### config.mk
export PLATFORM = sky130hd
export DESIGN_NAME = rom_arbiter_flat
export DESIGN_NICKNAME = d
export VERILOG_FILES = /design/src/rtl/rom_pkg.sv /design/src/rtl/rom_arbiter_if.sv /design/src/rtl/rom_arb_pick.sv /design/src/rtl/rom_arbiter.sv /design/src/flat_wrapper.sv
export SDC_FILE = /design/constraint.sdc
export NUM_CORES = 1
export LEC_CHECK = 0
export CAP_MARGIN = 20
export CORE_ASPECT_RATIO = 1.1
export CORE_MARGIN = 1.5
export CORE_UTILIZATION = 37
export CTS_BUF_LIST = sky130_fd_sc_hd__clkbuf_8
export DETAILED_ROUTE_END_ITERATION = 7
export GPL_TIMING_DRIVEN = 1
export HOLD_SLACK_MARGIN = 0.12
export PLACE_DENSITY = 0.94
export SETUP_SLACK_MARGIN = 0.4
export SLEW_MARGIN = 15
export SYNTH_ARGS = -nofsm -noshare
export SYNTH_HDL_FRONTEND = slang
export SYNTH_SLANG_ARGS = --single-unit
### constraint.sdc
create_clock -name clk_i -period 2.54 [get_ports clk_i]
set_input_delay 0.381 -clock clk_i [delete_from_list [all_inputs] [get_ports clk_i]]
set_output_delay 0.381 -clock clk_i [all_outputs]
set_load 0.005 [all_outputs]
### src/rtl/rom_pkg.sv
// rom_pkg: shared constants for the boot-ROM arbiter.
//   HB_* : access-size encodings on hb (11 also decodes as word)
//   ROM_WORDS_DEFAULT : default ROM depth in 32-bit words
//   PORT_IF / PORT_LS : port indices (fetch / load)
//   misaligned() : alignment rule for one access size
package rom_pkg;

    localparam logic [1:0] HB_BYTE = 2'b01;
    localparam logic [1:0] HB_HALF = 2'b10;
    localparam logic [1:0] HB_WORD = 2'b00;

    localparam int ROM_WORDS_DEFAULT = 256;

    localparam int PORT_IF = 0;
    localparam int PORT_LS = 1;

    // Bytes never misalign; halfwords need addr[0]=0; word (00 or 11) needs addr[1:0]=0.
    function automatic logic misaligned(input logic [1:0] lsb, input logic [1:0] hb);
        logic m;
        case (hb)
            HB_BYTE: m = 1'b0;
            HB_HALF: m = lsb[0];
            HB_WORD: m = |lsb;
            default: m = |lsb;
        endcase
        return m;
    endfunction

endpackage

### src/rtl/rom_arbiter_if.sv
// rom_arbiter_if: bus bundle between the core request ports, the arbiter and the ROM.
//   Core side : req_i, addr0_i/addr1_i, hb0_i/hb1_i -> gnt_o, rvalid_o, rdata_o, err_o
//   ROM side  : rom_addr_o, rom_cs_o, rom_hb_o -> rom_rdata_i
//   slave  modport : the arbiter
//   master modport : the core + ROM environment
interface rom_arbiter_if;
    logic [1:0]  req_i;
    logic [31:0] addr0_i;
    logic [31:0] addr1_i;
    logic [1:0]  hb0_i;
    logic [1:0]  hb1_i;
    logic [1:0]  gnt_o;
    logic [1:0]  rvalid_o;
    logic [31:0] rdata_o;
    logic        err_o;
    logic [31:0] rom_addr_o;
    logic        rom_cs_o;
    logic [1:0]  rom_hb_o;
    logic [31:0] rom_rdata_i;

    modport slave (
        input  req_i, addr0_i, addr1_i, hb0_i, hb1_i, rom_rdata_i,
        output gnt_o, rvalid_o, rdata_o, err_o, rom_addr_o, rom_cs_o, rom_hb_o
    );

    modport master (
        output req_i, addr0_i, addr1_i, hb0_i, hb1_i, rom_rdata_i,
        input  gnt_o, rvalid_o, rdata_o, err_o, rom_addr_o, rom_cs_o, rom_hb_o
    );
endinterface

### src/rtl/rom_arb_pick.sv
// rom_arb_pick: combinational 2-way one-hot grant.
//   req : request per port
//   ptr : preferred port, wins when both request
//   gnt : one-hot grant (zero when req is zero)
module rom_arb_pick (
    input  logic [1:0] req,
    input  logic       ptr,
    output logic [1:0] gnt
);
    always_comb begin
        gnt = 2'b00;
        if (req[ptr])       gnt[ptr]  = 1'b1;
        else if (req[~ptr]) gnt[~ptr] = 1'b1;
    end
endmodule

### src/rtl/rom_arbiter.sv
// rom_arbiter: shares a single-ported combinational boot ROM between the fetch
// port (0) and load port (1). Grants one access per cycle, checks alignment and
// range, registers the ROM data and returns a one-cycle rvalid pulse.
//   clk_i  : clock, rising edge
//   rst_ni : asynchronous active-low reset
//   bus    : rom_arbiter_if.slave (core request/response + ROM pins)
// Build option: ROM_ARB_RR_EN selects round-robin arbitration; otherwise
// fixed priority with the load port over the fetch port.
module rom_arbiter
    import rom_pkg::*;
#(
    parameter int ROM_WORDS = ROM_WORDS_DEFAULT
) (
    input  logic          clk_i,
    input  logic          rst_ni,
    rom_arbiter_if.slave  bus
);
    localparam logic [0:0] ST_IDLE = 1'b0;
    localparam logic [0:0] ST_RESP = 1'b1;

    // 33 bits so a full 4 GiB limit would still compare correctly.
    localparam logic [32:0] ROM_LIMIT = 33'(ROM_WORDS) << 2;

    logic [1:0]  gnt;
    logic        ptr;
    logic        any_gnt;
    logic        err_c;
    logic [0:0]  state, state_nxt;
    logic [1:0]  rvalid_q;
    logic [31:0] rdata_q;
    logic        err_q;

    rom_arb_pick u_pick (
        .req (bus.req_i),
        .ptr (ptr),
        .gnt (gnt)
    );

`ifdef ROM_ARB_RR_EN
    // Pointer flips to the port that did not just win.
    always_ff @(posedge clk_i or negedge rst_ni) begin
        if (!rst_ni)      ptr <= 1'(PORT_IF);
        else if (any_gnt) ptr <= gnt[PORT_IF] ? 1'(PORT_LS) : 1'(PORT_IF);
    end
`else
    assign ptr = 1'(PORT_LS);
`endif

    assign any_gnt   = |gnt;
    assign bus.gnt_o = gnt;

    // ROM address/size mux; idle bus is all-zero with chip select low.
    always_comb begin
        bus.rom_addr_o = '0;
        bus.rom_hb_o   = '0;
        bus.rom_cs_o   = 1'b0;
        if (gnt[PORT_LS]) begin
            bus.rom_addr_o = bus.addr1_i;
            bus.rom_hb_o   = bus.hb1_i;
            bus.rom_cs_o   = 1'b1;
        end else if (gnt[PORT_IF]) begin
            bus.rom_addr_o = bus.addr0_i;
            bus.rom_hb_o   = bus.hb0_i;
            bus.rom_cs_o   = 1'b1;
        end
    end

    always_comb begin
        err_c = any_gnt &&
                (misaligned(bus.rom_addr_o[1:0], bus.rom_hb_o) ||
                 ({1'b0, bus.rom_addr_o} >= ROM_LIMIT));
    end

    // State only tracks whether a response is being registered.
    always_comb begin
        state_nxt = state;
        case (state)
            ST_IDLE: if (|bus.req_i)  state_nxt = ST_RESP;
            ST_RESP: if (!(|bus.req_i)) state_nxt = ST_IDLE;
            default: state_nxt = ST_IDLE;
        endcase
    end

    always_ff @(posedge clk_i or negedge rst_ni) begin
        if (!rst_ni) begin
            state    <= ST_IDLE;
            rvalid_q <= '0;
            err_q    <= 1'b0;
            rdata_q  <= '0;
        end else begin
            state    <= state_nxt;
            rvalid_q <= gnt;
            err_q    <= err_c;
            if (any_gnt) rdata_q <= err_c ? 32'h0 : bus.rom_rdata_i;
        end
    end

    assign bus.rvalid_o = rvalid_q;
    assign bus.rdata_o  = rdata_q;
    assign bus.err_o    = err_q;

endmodule

### src/flat_wrapper.sv
// flat-port wrapper written by rule: the top's interface ports become plain ports
module rom_arbiter_flat import rom_pkg::*;
#(
    parameter int ROM_WORDS = ROM_WORDS_DEFAULT
)
  (clk_i, rst_ni, bus_req_i, bus_addr0_i, bus_addr1_i, bus_hb0_i, bus_hb1_i, bus_rom_rdata_i, bus_gnt_o, bus_rvalid_o, bus_rdata_o, bus_err_o, bus_rom_addr_o, bus_rom_cs_o, bus_rom_hb_o);
  rom_arbiter_if bus_i ();
  input  logic clk_i;
  input  logic rst_ni;
  input wire logic [$bits(bus_i.req_i)-1:0] bus_req_i;
  input wire logic [$bits(bus_i.addr0_i)-1:0] bus_addr0_i;
  input wire logic [$bits(bus_i.addr1_i)-1:0] bus_addr1_i;
  input wire logic [$bits(bus_i.hb0_i)-1:0] bus_hb0_i;
  input wire logic [$bits(bus_i.hb1_i)-1:0] bus_hb1_i;
  input wire logic [$bits(bus_i.rom_rdata_i)-1:0] bus_rom_rdata_i;
  output wire logic [$bits(bus_i.gnt_o)-1:0] bus_gnt_o;
  output wire logic [$bits(bus_i.rvalid_o)-1:0] bus_rvalid_o;
  output wire logic [$bits(bus_i.rdata_o)-1:0] bus_rdata_o;
  output wire logic [$bits(bus_i.err_o)-1:0] bus_err_o;
  output wire logic [$bits(bus_i.rom_addr_o)-1:0] bus_rom_addr_o;
  output wire logic [$bits(bus_i.rom_cs_o)-1:0] bus_rom_cs_o;
  output wire logic [$bits(bus_i.rom_hb_o)-1:0] bus_rom_hb_o;
  assign bus_i.req_i = bus_req_i;
  assign bus_i.addr0_i = bus_addr0_i;
  assign bus_i.addr1_i = bus_addr1_i;
  assign bus_i.hb0_i = bus_hb0_i;
  assign bus_i.hb1_i = bus_hb1_i;
  assign bus_i.rom_rdata_i = bus_rom_rdata_i;
  assign bus_gnt_o = bus_i.gnt_o;
  assign bus_rvalid_o = bus_i.rvalid_o;
  assign bus_rdata_o = bus_i.rdata_o;
  assign bus_err_o = bus_i.err_o;
  assign bus_rom_addr_o = bus_i.rom_addr_o;
  assign bus_rom_cs_o = bus_i.rom_cs_o;
  assign bus_rom_hb_o = bus_i.rom_hb_o;
  rom_arbiter #(.ROM_WORDS(ROM_WORDS)) u_core (.clk_i(clk_i), .rst_ni(rst_ni), .bus(bus_i));
endmodule
# [After elaboration in Yosys (flattened, before gate mapping)]
# Cells that the tools add are included.
# Widths: inputs -> output; s select.
[word_totals] wordCells=20 output_inout_bits=72 regBits=35 input_bits=104
[op_classes] reduce_logical=4 muxes=10 order_cmp=1 eq_ne=2
[op_table] cell="$mux 32" count=3
[op_table] cell="$ge 32x11->1 const B" count=1
[op_table] cell="$mux 2" count=3
[op_table] cell="$reduce_or 2->1" count=2
[op_table] cell="$mux 1" count=3
[op_table] cell="$eq 2x1->1 const B" count=1
[op_table] cell="$eq 2x2->1 const B" count=1
[op_table] cell="$pmux 1 s2" count=1
[op_table] cell="$logic_and 1x1->1" count=1
[op_table] cell="$logic_or 1x1->1" count=1

# [Longest topological paths before layout]
# Gate-level depths: netlist of the first run.
[depth] depth_word=9 ltp_mapped=10 depth_no_buf=7

# [Modules after synthesis]
# Synthesis of the first run repeated with hierarchy kept, for this count alone.
[unflattened] hier_cells=216 area_unflattened_um2=2048.2
[modules_own_cells] mod="rom_arbiter" area_each_um2=2029.4 instances=1 cells_each=213 seq_area_each_um2=875.8
[modules_own_cells] mod="rom_arb_pick" area_each_um2=18.8 instances=1 cells_each=3 seq_area_each_um2=0.0

# [Least setup slack after synthesis of the first run]
# OpenSTA, ideal clock, no wires.
[synth_timing] kind="input -> register" start="input port bus_req_i[1]" end="register u_core.rdata_q[11] (netlist: u_core.bus.rdata_o[11])" path_buffers=3 setup_slack_ns=0.590 arrival_ns=1.818 setup_ns=0.132 t_required_ns=2.408 cell_stages=10 path_cell_list="buf_12 -> nor2b_1 -> clkbuf_1 -> a22o_1 -> ha_1 -> nand2_1 -> nand4_1 -> o21a_4 -> clkbuf_1 -> o21ai_1"
[synth_via] elab_chain_cells=8 elab_cells_between_ends=14 cone_classes="order compare: 1; eq/ne: 2; mux: 7; reduce/logical: 4"
[synth_lines] element="start, declared" line="flat_wrapper.sv:10" text="input wire logic [$bits(bus_i.req_i)-1:0] bus_req_i;"
[synth_lines] element="$mux 2 (*)" line="rom_arb_pick.sv:12" text="if (req[ptr]) gnt[ptr] = 1'b1;"
[synth_lines] element="named net bus_gnt_o[0]" line="flat_wrapper.sv:16" text="output wire logic [$bits(bus_i.gnt_o)-1:0] bus_gnt_o;"
[synth_lines] element="$mux 2 (*)" line="rom_arbiter.sv:61" text="end else if (gnt[PORT_IF]) begin"
[synth_lines] element="$mux 2 (*)" line="rom_arbiter.sv:57" text="if (gnt[PORT_LS]) begin"
[synth_lines] element="named net bus_rom_hb_o[1]" line="flat_wrapper.sv:22" text="output wire logic [$bits(bus_i.rom_hb_o)-1:0] bus_rom_hb_o;"
[synth_lines] element="$eq 2x2->1 / $eq 2x1->1 (equally long branches)" line="rom_pkg.sv:20" text="case (hb)"
[synth_lines] element="$pmux 1 s2 (*)" line="rom_pkg.sv:20"
[synth_lines] element="$logic_or 1x1->1 (*)" line="rom_arbiter.sv:70" text="(misaligned(bus.rom_addr_o[1:0], bus.rom_hb_o) ||"
[synth_lines] element="$logic_and 1x1->1 (*)" line="rom_arbiter.sv:69" text="err_c = any_gnt &&"
[synth_lines] element="$mux 32 (*)" line="rom_arbiter.sv:94" text="if (any_gnt) rdata_q <= err_c ? 32'h0 : bus.rom_rdata_i;"
[synth_lines] element="end signal, assigned" line="rom_arbiter.sv:94"
[synth_lines] element="end, declared" line="rom_arbiter.sv:30" text="logic [31:0] rdata_q;"
# Mark *: on every way through the listed nets, which the timed path passes. The rest lies on a longest branch.
# A chain may end at the register's enable or synchronous reset.

# [Worst setup path after layout of the first run]
[layout_timing] start="input port bus_addr0_i[1]" end="output port bus_rom_addr_o[1]"
[layout_via] elab_chain_cells=2
[layout_lines] element="start, declared" line="flat_wrapper.sv:11" text="input wire logic [$bits(bus_i.addr0_i)-1:0] bus_addr0_i;"
[layout_lines] element="$mux 32" line="rom_arbiter.sv:61"
[layout_lines] element="$mux 32" line="rom_arbiter.sv:57"
[layout_lines] element="end, declared" line="flat_wrapper.sv:20" text="output wire logic [$bits(bus_i.rom_addr_o)-1:0] bus_rom_addr_o;"
# Every way passes these cells.

==> results of run 1 <==
==> worst max-delay path, stage by stage <==
cell and delay [ns]:
clkdlybuf4s50_1 0.50, nand2_1 0.07, o21ai_1 0.18, clkdlybuf4s50_1 0.55
==> worst paths after layout <==
check                                         end  depth (start not counted)
setup / recovery                bus_rom_addr_o[1]                          4
min in group clk_i         u_core.bus.rvalid_o[1]                          1
hold / removal             u_core.bus.rdata_o[17]                          1
setup reg to reg           u_core.bus.rdata_o[30]                          2
max in group asynchronous  u_core.bus.rdata_o[28]                          1
hold reg to reg            u_core.bus.rdata_o[24]                          2
==> layer usage <==
layer  vias up  global-route usage, %  wire length [µm]
li1       1313                      -                 -
met1      1241                  29.60              3252
met2       144                  45.86              4325
met3        17                  6.995               603
met4         0                  8.586               150
met5         -                      0                 0
==> flip-flops by register name, summed over array words and instances, names as in the netlist <==
register / cells
u_core.bus.rdata_o: 32
u_core.bus.rvalid_o: 2
u_core.bus.err_o: 1
==> power breakdown <==
group | leakage [nW] | switching [mW] | internal [mW] | total (mW)
registers | 0.481 | 0.000811 | 0.559 | 0.560
clock network | 0.0505 | 0.195 | 0.247 | 0.442
logic | 1.05 | 0.189 | 0.282 | 0.470
total | 1.58 | 0.385 | 1.09 | 1.47
==> final cells by class <==
type | count | area [µm²]
multi-input combinational | 215 | 1102
inverter | 2 | 12.51
tap | 77 | 96.34
clock buffer | 7 | 96.34
clock inverter | 1 | 7.507
fill | 429 | 1660
sequential | 35 | 875.8
timing repair buffer | 184 | 1882
==> metrics by stage <==
step / utilization, % / area (µm²)
after floorplan: - / 2197
after global placement: 68.70 / 3939
after detailed placement: 68.70 / 3939
after CTS: 71.10 / 4076
after global routing: 71.04 / 4073
final: 71.04 / 4073
==> what timing repair did <==
action | CTS | global route
gates cloned | 1 | 0
resized for setup | 2 | 2
endpoints found under the setup margin | 36 | 15
pin swaps | 0 | 0
==> layout by cell type (no fill, tap or decap), types with 2 or more instances in the layout <==
cell             count
o21a_1               2
o21ai_1             60
a22o_1               5
clkbuf_8             7
clkdlybuf4s50_1    172
nand2_1             93
buf_12               4
nor4_1               6
nand4_1             34
or4_4                2
dfrtp_1             35
buf_4                5
nor3_1               2
==> cells by family after synthesis <==
| group | count (synthesis) | share of synthesized area, % |
|---|---|---|
| compound gates | 71 | 19.02 |
| fa+ha+maj | 1 | 0.5694 |
| simple gates | 143 | 30.47 |
| flops | 35 | 39.86 |
| buf+inv | 29 | 10.08 |
==> impl_metrics.json, run 1 <==
{
  "synth-edff-count": 0,
  "ys_ff_latch": 35,
  "run_status": "finished clean",
  "avgViaCountPerCell": 5.211,
  "synth_cell_types": 31,
  "chipWidth_um": 76.48,
  "routed_wl_um": 8331,
  "final_hold_viol_count": 0,
  "yosys.area.top_type": "dfrtp_1",
  "synthFlopType": "dfrtp_1",
  "ios": 176,
  "stdcell_count": 521,
  "hold_ws_ns": 0.1621,
  "tritoncts.num_buffers": 5,
  "cts-root-buf": "clkbuf_8",
  "powerDensity_nw_per_um2": 361.5,
  "num_antenna_cells": 0,
  "clock_latency_ns": 0.28,
  "clock_sinks": 35,
  "area_growth_pct": 85.36,
  "grt_pass1_wl_um": 13190,
  "grt_pass1_vias": 2670,
  "drc_errors": 0,
  "dieArea_um2": 6410,
  "drt_iter0_drc": 142,
  "synth_warnings": 0,
  "fin_total_pwr_mw": 1.472,
  "grt_setup_unrepaired": "false",
  "port_buffers": 175,
  "critPathLaunch": "bus_addr0_i[1]",
  "htreeDepth": 2,
  "setup_slack_ns": 0.4867,
  "synthTopCellsByCount": "nand2_1, o21ai_1, dfrtp_1, nand4_1, clkbuf_1",
  "finalSetupViolations": 0,
  "firstDrtPassIters": 4,
  "grt.total_usage_pct": 25.72,
  "synthCells": 279,
  "criticalPathCategory": "primary input to output pin",
  "drive_gt1_share_pct": 6.306,
  "arrival_ns": 1.67,
  "dp.cells": 512,
  "async_reset_ff_share_pct": 100.0,
  "clk_pin_slew_ns": 0.07,
  "period_share_pct": 80.84,
  "reg2reg_from": "u_core.bus.rdata_o[30]",
  "synth.net_count": 384,
  "routed-via-count": 2715,
  "worst_clock_skew_ns": 0,
  "slew_viol_final": 0,
  "syn_area_per_cell_um2": 7.875,
  "setup_tns_ns": 0,
  "antenna_found_initial": 0,
  "rows": 29,
  "hp-class": "primary input to asynchronous set/reset pin",
  "cp-start-kind": "primary input",
  "ir_worst_vdd_mv": 0.1886,
  "cts_buffer_depth": 2,
  "rrSetupSlack_ns": 1.87,
  "fin_nets": 548,
  "worst_slew_pin_slew_ns": 0.7612,
  "fmax_ghz": 0.4870,
  "cts_setup_buffers": 0,
  "core-area_um2": 5733,
  "min_period_ns": 2.053,
  "required_ns": 2.16,
  "final_antenna_net_count": 0,
  "die_h_um": 83.82,
  "leakagePower_nw": 1.584,
  "place_congestion": 0.8427,
  "dpl.hpwl_um": 6309,
  "syn-cell-area_um2": 2197,
  "place_ws_ns": 0.1658,
  "start_util_pct": 38.32,
  "wire_per_inst_um": 15.99,
  "end_kind": "output pin",
  "worstPathMaxFanout": 2,
  "synth_seq_area_share_pct": 39.86,
  "synth_top_area_share_pct": 39.86,
  "cts_tree": "done",
  "synth.area.top_cells": "dfrtp_1, nand2_1, o21ai_1",
  "overflow": 0,
  "yosysMostFrequentCell": "nand2_1",
  "maxCapViolCount": 0,
  "grt_start_max_net_pins": 36,
  "slew_headroom_pct": 49.25,
  "cts-hold-fix-buffers": 0
}
Note: power is estimated with default switching activity, not from simulation.
==> inputs of run 2 (changes only) <==
CORE_UTILIZATION = 34   (was 37)
PLACE_DENSITY = 0.88   (was 0.94)
clock period = 2 ns   (was 2.54 ns; I/O delays follow)
==> impl_metrics.json, run 2 (synthesis results as in run 1) <==
{
  "run_status": "finished clean",
  "dieArea_um2": 6954,
  "clock_latency_ns": 0.28,
  "fin_nets": 581,
  "reg2reg_from": "u_core.bus.rdata_o[4]",
  "drt_iter0_drc": 140,
  "slew_viol_final": 0,
  "grt.total_usage_pct": 28.49,
  "setup_slack_ns": 0.3756,
  "area_growth_pct": 107.2,
  "tritoncts.num_buffers": 5,
  "clk_pin_slew_ns": 0.07,
  "worstPathMaxFanout": 5,
  "rrSetupSlack_ns": 1.31,
  "core-area_um2": 6193,
  "fin_total_pwr_mw": 1.937,
  "antenna_found_initial": 0,
  "htreeDepth": 2,
  "rows": 30,
  "final_area_um2": 4553,
  "criticalPathCategory": "primary input to register",
  "maxCapViolCount": 0,
  "wire_per_inst_um": 17.48,
  "final_antenna_net_count": 0,
  "leakagePower_nw": 1.988,
  "ios": 176,
  "grt_setup_unrepaired": "true",
  "min_period_ns": 1.624,
  "drive_gt1_share_pct": 19.92,
  "cts_tree": "done",
  "stdcell_count": 557,
  "drc_errors": 0,
  "end_kind": "register",
  "grt_pass1_wl_um": 15260,
  "cp-start-kind": "primary input",
  "overflow": 0,
  "die_h_um": 87.31,
  "largest_reg_flops": 32,
  "min_to": "u_core.bus.rvalid_o[1]",
  "place_ws_ns": -0.2682,
  "regArea_um2": 875.8,
  "arrival_ns": 1.84,
  "timing.rr.end": "u_core.bus.rdata_o[4]",
  "finish.utilization_pct": 73.52,
  "slew_headroom_pct": 48.72,
  "required_ns": 2.21,
  "final_common_cell": "clkdlybuf4s50_1",
  "final_hold_viol_count": 0,
  "period_share_pct": 81.22,
  "fill_cells": 453,
  "num_antenna_cells": 0,
  "cts-root-buf": "clkbuf_8",
  "start_util_pct": 35.47,
  "hp-class": "primary input to register",
  "fmax_ghz": 0.6156,
  "final_cell_mix": "clkdlybuf4s50_1, nand2_1, o21ai_1",
  "place_area_um2": 4084,
  "cts_buffer_depth": 2,
  "r2r_cells": 2,
  "routed-via-count": 3025,
  "powerDensity_nw_per_um2": 425.3,
  "firstDrtPassIters": 4,
  "port_buffers": 175,
  "routed_wl_um": 9735,
  "grt_start_max_net_pins": 36,
  "ir_worst_vdd_mv": 0.2930,
  "min_from": "bus_req_i[1]",
  "dpl.hpwl_um": 6875,
  "avgViaCountPerCell": 5.431,
  "chipWidth_um": 79.65,
  "multi_input_area_um2": 1231,
  "place_congestion": 0.8117,
  "worst_slew_pin_slew_ns": 0.7692,
  "grt_pass1_vias": 3162,
  "finalSetupViolations": 0,
  "clock_sinks": 35,
  "min_delay_path_depth": 2,
  "worst_clock_skew_ns": 0,
  "dp.cells": 529
}
-- run 2: timing repair --
action,in CTS,in global routing
setup endpoints to repair,69,43
gates resized for setup,131,20
buffers inserted,8,2
pin swaps,40,42
gates cloned,9,0
hold buffers,1,0
endpoints found under the hold margin,35,0
-- run 2: worst max-delay path, cell delays in order --
cell and delay [ns]:
buf_2 0.12, or4_4 0.54, o31ai_4 0.27, buf_6 0.19
buf_12 0.12, nand4_1 0.12, o21ai_4 0.17
-- run 2: worst max path at each step --
stage / start / to / slack (ns) / depth (start not counted)
floorplan: bus_req_i[1] / u_core.bus.rdata_o[11] / 0.32 / 9
global placement: bus_addr1_i[14] / u_core.bus.rdata_o[21] / -0.16 / 6
detailed placement: bus_addr1_i[14] / u_core.bus.rdata_o[4] / -0.27 / 6
CTS: bus_addr1_i[31] / bus_rom_addr_o[31] / 0.25 / 3
global route: bus_addr1_i[30] / u_core.bus.rdata_o[30] / 0.29 / 8
finish: bus_addr1_i[25] / u_core.bus.rdata_o[4] / 0.38 / 7
-- run 2: routing by layer --
metal | wire length (µm) | part of all wire, % | vias to the layer above | track usage [%]
li1 | - | - | 1393 | -
met1 | 3427 | 35 | 1427 | 32.54
met2 | 5119 | 53 | 175 | 51.77
met3 | 850 | 8.7 | 30 | 4.817
met4 | 337 | 3.5 | 0 | 12.28
met5 | 0 | 0 | - | 0
-- run 2: cell type report --
cell class              count  area share [%]
multi-input cells         215           27.04
inverters                   2          0.2748
repair buffers            217           48.97
clock inverters             1          0.1649
well taps                  80           2.198
clock buffers               7           2.116
flip-flops and latches     35           19.24
-- run 2: where the power goes --
part           switching, mW  internal, mW  total (mW)
Combinational          0.287         0.377       0.664
Clock                  0.248         0.313       0.561
Sequential          0.000789         0.711       0.711
-- run 2: stage by stage --
stage | TNS (ns) | hold WS [ns]
detailed placement | -10.36 | 0.4181
finish | 0 | 0.3714
floorplan | 0 | 0.004409
global placement | -7.392 | 0.3950
CTS | 0 | 0.3560
global route | 0 | 0.3596
==> inputs of run 3 (changes only) <==
clock period = 1.7 ns   (was 2 ns; I/O delays follow)
==> impl_metrics.json, run 3 (synthesis results as in run 1) <==
{
  "cp-start-kind": "primary input",
  "p_sw_mw": 0.6376,
  "fmax_ghz": 0.6302,
  "final_antenna_net_count": 0,
  "crit_end": "u_core.bus.rdata_o[24]",
  "cts_tree": "done",
  "cts_buffer_depth": 2,
  "start_util_pct": 35.47,
  "timing.rr.end": "u_core.bus.rdata_o[19]",
  "grt_busiest_layer": "met2",
  "end_kind": "register",
  "p_int_mw": 1.535,
  "fin_total_pwr_mw": 2.173,
  "largest_reg_flops": 32,
  "final_common_cell": "nand2_1",
  "core-area_um2": 6193,
  "criticalPathCategory": "primary input to register",
  "period_share_pct": 93.34,
  "dieArea_um2": 6954,
  "chipWidth_um": 79.65,
  "clock_sinks": 35,
  "ir_worst_vdd_mv": 0.3733,
  "finalSetupViolations": 0,
  "clockPowerShare_pct": 26.7,
  "dpl.hpwl_um": 6880,
  "htreeDepth": 2,
  "slew_viol_final": 0,
  "tritoncts.num_buffers": 5,
  "leakagePower_nw": 2.229,
  "grt_use_met1_pct": 32.75,
  "num_antenna_cells": 0,
  "grt_setup_unrepaired": "true",
  "wire_per_inst_um": 17.18,
  "place_ws_ns": -0.4626,
  "drc_errors": 0,
  "worst_clock_skew_ns": 0,
  "crit_family": "simple AND/OR/NAND/NOR gates",
  "reg2reg_from": "u_core.bus.rdata_o[19]",
  "routed-via-count": 3005,
  "seqPwrFrac_pct": 38.5,
  "grt_start_max_net_pins": 36,
  "final_hold_viol_count": 0,
  "hp-class": "primary input to register",
  "crit_slowest_cell": "or4_4",
  "die_h_um": 87.31,
  "finish.utilization_pct": 73.15,
  "clk_pin_slew_ns": 0.07,
  "critPathLaunch": "bus_addr1_i[16]",
  "slew_headroom_pct": 48.94,
  "ios": 176,
  "port_buffers": 175,
  "setup_slack_ns": 0.1132,
  "met3_usage_pct": 6.178,
  "crit_path_max_incr_delay_ns": 0.54,
  "place_congestion": 0.7974,
  "fill_cells": 485,
  "rows": 30,
  "swShare_pct": 29.35,
  "crit_buf_inv": 4,
  "routed_wl_um": 9725,
  "run_status": "finished clean",
  "area_growth_pct": 106.2,
  "final_cell_mix": "nand2_1, dlygate4sd2_1, clkdlybuf4s50_1",
  "drt_iter0_drc": 114,
  "arrival_ns": 1.79,
  "grt_use_met2_pct": 52.47,
  "firstDrtPassIters": 4,
  "clock_latency_ns": 0.28,
  "maxCapViolCount": 0,
  "cp_common_cell": "buf_6",
  "worstPathMaxFanout": 8,
  "avgViaCountPerCell": 5.309,
  "grt_pass1_wl_um": 15390,
  "place_area_um2": 4146,
  "worst_slew_pin_slew_ns": 0.7658,
  "grt.total_usage_pct": 28.52,
  "fin_nets": 590,
  "path_cells": "buf_6 -> or4_4 -> o31ai_4 -> buf_6 -> buf_12 -> buf_16 -> nand4_1 -> o21ai_1",
  "min_period_ns": 1.587,
  "final_area_um2": 4531,
  "required_ns": 1.91,
  "grt_pass1_vias": 3102,
  "rrSetupSlack_ns": 0.96,
  "drive_gt1_share_pct": 28.19,
  "cts-root-buf": "clkbuf_8",
  "pwr-share-comb_pct": 34.8,
  "path_depth": 8,
  "r2r_cells": 3,
  "overflow": 0,
  "antenna_found_initial": 0,
  "powerDensity_nw_per_um2": 479.5
}
run 3: metal layers:
layer,vias to the layer above,share of wire (%)
li1,1399,-
met1,1432,36
met2,160,54
met3,14,8.3
met4,0,1.6
met5,-,0
run 3: through the flow:
| step | hold WS, ns | instances | setup TNS (ns) |
|---|---|---|---|
| after global routing | 0.2341 | 566 | 0 |
| after global placement | 0.3524 | 534 | -22.46 |
| after detailed placement | 0.3677 | 534 | -24.75 |
| final | 0.2356 | 566 | 0 |
| after floorplan | -0.04059 | 279 | 0 |
| after CTS | 0.2538 | 564 | 0 |
run 3: power by group through the flow:
stage | logic [mW] | registers, mW | clock network (mW)
floorplan | 0.262 | 0.853 | 0
global placement | 0.734 | 0.853 | 0
detailed placement | 0.750 | 0.853 | 0
CTS | 0.742 | 0.837 | 0.584
global route | 0.811 | 0.837 | 0.637
finish | 0.756 | 0.837 | 0.580
run 3: final cells by class:
cell class                 instances  area, µm²  area share, %
clock buffer                       5      68.82          1.519
tap                               80      100.1          2.209
sequential                        35      875.8          19.33
multi-input combinational        215       1274          28.11
clock inverter                     3      16.27         0.3590
timing repair buffer             226       2183          48.19
inverter                           2      12.51         0.2762
run 3: how the worst min path moves through the flow:
stage	from	endpoint	slack, ns	cells after the start
floorplan	rst_ni	u_core.bus.err_o	-0.04	0
global placement	rst_ni	u_core.bus.rdata_o[18]	0.35	1
detailed placement	rst_ni	u_core.bus.rdata_o[13]	0.37	1
CTS	bus_req_i[1]	u_core.bus.rvalid_o[1]	0.25	2
global route	bus_req_i[1]	u_core.bus.rvalid_o[1]	0.23	2
finish	bus_req_i[1]	u_core.bus.rvalid_o[1]	0.24	2
run 3: repair_timing:
item | in CTS | in global routing
gates resized for setup | 285 | 32
hold buffers | 1 | 0
cloned | 6 | 0
setup buffers | 15 | 2
pin swaps | 69 | 17
hold endpoints to repair | 35 | 0
endpoints found under the setup margin | 105 | 47
